==> src/rtl/uart_rx.sv <==
// 8N1 UART receiver, LSB first, idle-high line. A two-flop synchronizer feeds a
// mid-bit sampling FSM with false-start rejection, framing-error flag and break hold-off.
module uart_rx #(
  parameter int CLKS_PER_BIT = 1302
) (
  input  logic       i_Clock,
  input  logic       i_Reset,
  input  logic       i_Rx_Serial,
  output logic       o_Rx_DV,
  output logic [7:0] o_Rx_Byte,
  output logic       o_Rx_Active,
  output logic       o_Rx_Frame_Err
);

  localparam logic [15:0] HALF = 16'((CLKS_PER_BIT - 1) / 2);
  localparam logic [15:0] LAST = 16'(CLKS_PER_BIT - 1);

  typedef enum logic [2:0] {
    s_IDLE       = 3'd0,
    s_START      = 3'd1,
    s_DATA       = 3'd2,
    s_STOP       = 3'd3,
    s_CLEANUP    = 3'd4,
    s_BREAK_WAIT = 3'd5
  } state_t;

  // r_SM_Main is the observable FSM state for assertions and debug probes.
  state_t      r_SM_Main;
  logic        r_Rx_Meta;
  logic        r_Rx;
  logic [15:0] r_Clock_Count;
  logic [2:0]  r_Bit_Index;
  logic [7:0]  r_Shift;

  // Both stages reset high so a reset never looks like a start bit.
  always_ff @(posedge i_Clock) begin
    if (i_Reset) begin
      r_Rx_Meta <= 1'b1;
      r_Rx      <= 1'b1;
    end else begin
      r_Rx_Meta <= i_Rx_Serial;
      r_Rx      <= r_Rx_Meta;
    end
  end

  always_ff @(posedge i_Clock) begin
    if (i_Reset) begin
      r_SM_Main      <= s_IDLE;
      r_Clock_Count  <= 16'd0;
      r_Bit_Index    <= 3'd0;
      r_Shift        <= 8'h00;
      o_Rx_DV        <= 1'b0;
      o_Rx_Byte      <= 8'h00;
      o_Rx_Active    <= 1'b0;
      o_Rx_Frame_Err <= 1'b0;
    end else begin
      o_Rx_DV        <= 1'b0;
      o_Rx_Frame_Err <= 1'b0;
      case (r_SM_Main)
        s_IDLE: begin
          r_Clock_Count <= 16'd0;
          r_Bit_Index   <= 3'd0;
          if (!r_Rx) begin
            r_SM_Main   <= s_START;
            o_Rx_Active <= 1'b1;
          end
        end

        // Re-check the line at the middle of the start bit to reject glitches.
        s_START: begin
          if (r_Clock_Count == HALF) begin
            r_Clock_Count <= 16'd0;
            if (!r_Rx) begin
              r_SM_Main <= s_DATA;
            end else begin
              r_SM_Main   <= s_IDLE;
              o_Rx_Active <= 1'b0;
            end
          end else begin
            r_Clock_Count <= r_Clock_Count + 16'd1;
          end
        end

        s_DATA: begin
          if (r_Clock_Count < LAST) begin
            r_Clock_Count <= r_Clock_Count + 16'd1;
          end else begin
            r_Clock_Count          <= 16'd0;
            r_Shift[r_Bit_Index]   <= r_Rx;
            if (r_Bit_Index == 3'd7) begin
              r_Bit_Index <= 3'd0;
              r_SM_Main   <= s_STOP;
            end else begin
              r_Bit_Index <= r_Bit_Index + 3'd1;
            end
          end
        end

        s_STOP: begin
          if (r_Clock_Count < LAST) begin
            r_Clock_Count <= r_Clock_Count + 16'd1;
          end else begin
            r_Clock_Count <= 16'd0;
            if (r_Rx) begin
              o_Rx_Byte <= r_Shift;
              o_Rx_DV   <= 1'b1;
              r_SM_Main <= s_CLEANUP;
            end else begin
              o_Rx_Frame_Err <= 1'b1;
              r_SM_Main      <= s_BREAK_WAIT;
            end
          end
        end

        s_CLEANUP: begin
          o_Rx_Active <= 1'b0;
          r_SM_Main   <= s_IDLE;
        end

        // A held-low line must release before another start can be accepted.
        s_BREAK_WAIT: begin
          if (r_Rx) begin
            o_Rx_Active <= 1'b0;
            r_SM_Main   <= s_IDLE;
          end
        end

        default: begin
          o_Rx_Active <= 1'b0;
          r_SM_Main   <= s_IDLE;
        end
      endcase
    end
  end

endmodule

==> config.mk <==
export PLATFORM = sky130hd
export DESIGN_NAME = uart_rx
export DESIGN_NICKNAME = d
export VERILOG_FILES = /design/src/rtl/uart_rx.sv
export SDC_FILE = /design/constraint.sdc
export NUM_CORES = 1
export LEC_CHECK = 0
export BUFFER_PORTS_ARGS = -buffer_cell sky130_fd_sc_hd__buf_2
export CAP_MARGIN = 20
export CORE_ASPECT_RATIO = 1.4
export CORE_MARGIN = 10
export CORE_UTILIZATION = 55
export CTS_CLUSTER_SIZE = 8
export DETAILED_ROUTE_END_ITERATION = 7
export PLACE_DENSITY = 0.73
export SYNTH_ARGS = -nofsm -noshare
export SYNTH_HDL_FRONTEND = slang
export SYNTH_SLANG_ARGS = --single-unit
export TNS_END_PERCENT = 5
==> constraint.sdc <==
create_clock -name i_Clock -period 3.7 [get_ports i_Clock]
set_input_delay 0.37 -clock i_Clock [delete_from_list [all_inputs] [get_ports i_Clock]]
set_output_delay 0.37 -clock i_Clock [all_outputs]
set_load 0.005 [all_outputs]
==> flow_metrics.py <==
metrics = {
    "critical_path": {
        "worstSetupPathType": "reg -> reg",
        "worstPathCellList": "or4_1, o211a_1, o32ai_4, buf_4, nand2_2, o311ai_1",
        "r2r_end": "r_Clock_Count[15]",
        "worst-path-max-fanout": 16,
        "cp-end-kind": "flop",
        "max_stage_delay_ns": 0.52,
        "required_ns": 3.91,
        "worstPathArrival_ns": 2.66,
        "r2r-start": "r_Clock_Count[6]",
        "r2r_cells": 6,
        "reg2reg_setup_slack_ns": 1.25,
        "cp-start-kind": "flop",
        "cp_slowest_cell": "or4_1",
    },
    "global_routing": {
        "grt_usage_pct": 14.33,
        "grt_max_degree": 32,
        "grt_pass1_wl_um": 8217,
        "antenna_found_initial": 0,
        "grt_overflow": 0,
        "grt_pass1_vias": 1776,
    },
    "run": {
        "maxCapViolCount": 0,
    },
    "sta": {
        "grt_setup_unrepaired": "false",
        "hold_violations": 0,
        "timing.setup.tns_ns": 0,
        "finalWorstSetupSlack_ns": 1.245,
        "report.final.slew_viol_count": 0,
        "timing.hold.ws_ns": 0.2570,
        "worst_slew_pin_slew_ns": 0.9717,
        "period_needed_ns": 2.455,
        "fin_crit_sh_pct": 66.34,
        "finalSetupViolCount": 0,
        "fin_worst_skew_ns": 0.005385,
        "max_slew_margin_pct": 34.98,
        "fmax_mhz": 407.4,
    },
    "cts": {
        "cts_resized": 0,
        "cts_setup_buffers": 0,
        "htreeDepth": 2,
        "cts.clk_slew.worst_paths_ns": 0.08,
        "cts_inserted_buffers": 5,
        "cts_tree": "yes",
        "clk_latency_ns": 0.29,
        "cts-root-buf": "clkbuf_8",
        "numClockSinks": 43,
        "ctsHoldBuffers": 0,
        "clockBufferDepth": 2,
    },
    "power": {
        "peakVddDrop_v": 0.0003753,
        "total_power_mw": 0.9288,
        "power_density_mw_per_mm2": 382.0,
        "power_leakage_nw": 0.8422,
    },
    "yosys": {
        "synth_nets": 270,
        "ys.flop_type": "dfxtp_1",
        "ys_seq_area_share_pct": 38.35,
        "synth_cell_types": 48,
        "ys_async_sr_fraction_pct": 0,
        "syn_area_mm2": 0.002245,
        "syn_avg_cell_area_um2": 8.567,
        "synth-edff-count": 0,
        "syn_inst": 262,
        "synth_seq_cells": 43,
        "yosys_warnings": 0,
    },
    "placement": {
        "pre_cts_ws_ns": 1.249,
        "port_buffers": 13,
        "dp_hpwl_um": 3349,
        "gp_congestion": 0.8550,
    },
    "routing": {
        "drtIter0Drc": 119,
        "ant_nets": 0,
        "wl_um": 4785,
        "route.detailed.drc": 0,
        "drt_pre_antenna_iters": 4,
        "via_count": 1928,
        "wire_per_inst_um": 15.39,
        "vias_per_cell": 6.199,
    },
    "floorplanning": {
        "row_count": 27,
        "core-area_mm2": 0.003953,
        "die_y_um": 95.59,
        "die-area_mm2": 0.007072,
        "io_pins": 14,
        "start_util_pct": 56.79,
        "die_w_um": 73.99,
    },
    "finish": {
        "finalNetCount": 275,
        "drive_gt1_share_pct": 12.31,
        "diodes": 0,
        "area_delta_synth_final_pct": 8.305,
        "utilization_pct": 61.51,
    },
    "outcome": {
        "status": "finished clean",
    },
    "hold_path": {
        "min-delay-start": "i_Rx_Serial",
        "hp-class": "in -> reg",
        "whs_path_depth": 2,
        "min_to": "r_Rx_Meta",
    },
}
-- logic make-up after synthesis --
kind of cell	count (synthesis)	synth area share (%)
adders and majority gates	5	2.787
muxes	16	7.135
AOI/OAI and AO/OA	51	17.67
and+or+nand+nor	117	27.82
buffers and inverters	27	5.072
DFF	43	38.35
xor gates and xnor gates	3	1.171
-- Yosys cell counts, types with 3 or more instances --
cell type	number	share of area [%]
a211oi_1	4	1.3
a21oi_1	7	1.6
a22oi_1	3	1.0
a31oi_1	5	1.4
buf_2	4	0.89
clkbuf_1	11	1.8
dfxtp_1	43	38
ha_1	5	2.8
inv_1	11	1.8
mux2i_1	16	7.1
nand2_1	27	4.5
nand3_1	12	2.7
nand4_1	9	2.5
nor2_1	27	4.5
nor2b_1	3	0.84
nor3_1	6	1.3
nor4_1	5	1.4
o2111ai_1	3	1.2
o21ai_0	12	2.7
o311ai_2	4	2.9
or2_2	3	0.84
or4_1	7	2.3
-- worst max path at each step --
stage,from,endpoint,slack (ns),depth (start not counted)
after floorplan,r_Clock_Count[0],r_Clock_Count[2],1.54,8
after global placement,r_Clock_Count[3],r_Clock_Count[15],1.28,6
after detailed placement,r_Clock_Count[6],r_Clock_Count[15],1.25,6
after CTS,r_Clock_Count[6],r_Clock_Count[15],1.24,6
after global routing,r_Clock_Count[6],r_Clock_Count[15],1.06,6
final,r_Clock_Count[6],r_Clock_Count[15],1.25,6
-- layout by cell type (no fill, tap or decap), types with 2 or more instances in the layout --
cell type and n:
dfxtp_1 43, nand2_1 27, nor2_1 27, mux2i_1 16, buf_2 13, o21ai_0 12
nand3_1 12, inv_1 11, nand4_1 9, or4_1 7, a21oi_1 7, nor3_1 6
nor4_1 5, a31oi_1 5, ha_1 5, clkbuf_8 5, a211oi_1 4, o311ai_2 4
nor2b_1 3, o2111ai_1 3, or2_2 3, a22oi_1 3, o211ai_1 2, and2_1 2
or3b_1 2, nor4b_1 2, nand3b_1 2, or3_1 2, xor2_1 2, o22ai_1 2
nor3b_1 2, bufinv_16 2
-- state kept, by name (all words and copies together), names as in the netlist --
name	cells
r_Rx	1
o_Rx_DV	1
o_Rx_Frame_Err	1
o_Rx_Active	1
o_Rx_Byte	8
r_Rx_Meta	1
r_Bit_Index	3
r_Shift	8
r_Clock_Count	16
r_SM_Main	3
-- metal layers --
layer / track usage [%] / vias up / part of all wire (%)
met4: 6.231 / 0 / 2.1
li1: - / 973 / -
met2: 25.28 / 42 / 51
met1: 15.76 / 903 / 42
met3: 3.326 / 10 / 4.5
met5: 0 / - / 0
-- final cells by class --
type / instances / area (µm²)
Clock inverter: 2 / 60.06
Multi-Input combinational cell: 192 / 1270
Clock buffer: 6 / 72.57
Inverter: 11 / 41.29
Fill cell: 339 / 1521
Tap cell: 43 / 53.80
Sequential cell: 43 / 860.8
Timing Repair Buffer: 14 / 72.57
-- report_power, final --
| part | leakage [nW] | switching, mW | internal [mW] |
|---|---|---|---|
| combinational | 0.430 | 0.0194 | 0.00884 |
| clock | 0.0654 | 0.160 | 0.270 |
| sequential | 0.347 | 0.00538 | 0.465 |
| total | 0.842 | 0.185 | 0.744 |
-- metrics by stage --
| step | area [µm²] | cells |
|---|---|---|
| finish | 2431 | 311 |
| floorplan | 2245 | 262 |
| detailed placement | 2298 | 303 |
| global route | 2431 | 311 |
| global placement | 2298 | 303 |
| CTS | 2431 | 311 |
-- critical path: cells and delay by family, from the launching register on --
family,cells,cell delay [ns]
compound gates,3,0.99
simple gates,2,0.72
flops,1,0.41
buf+inv,1,0.24
Power figures use the tool's default switching activity.
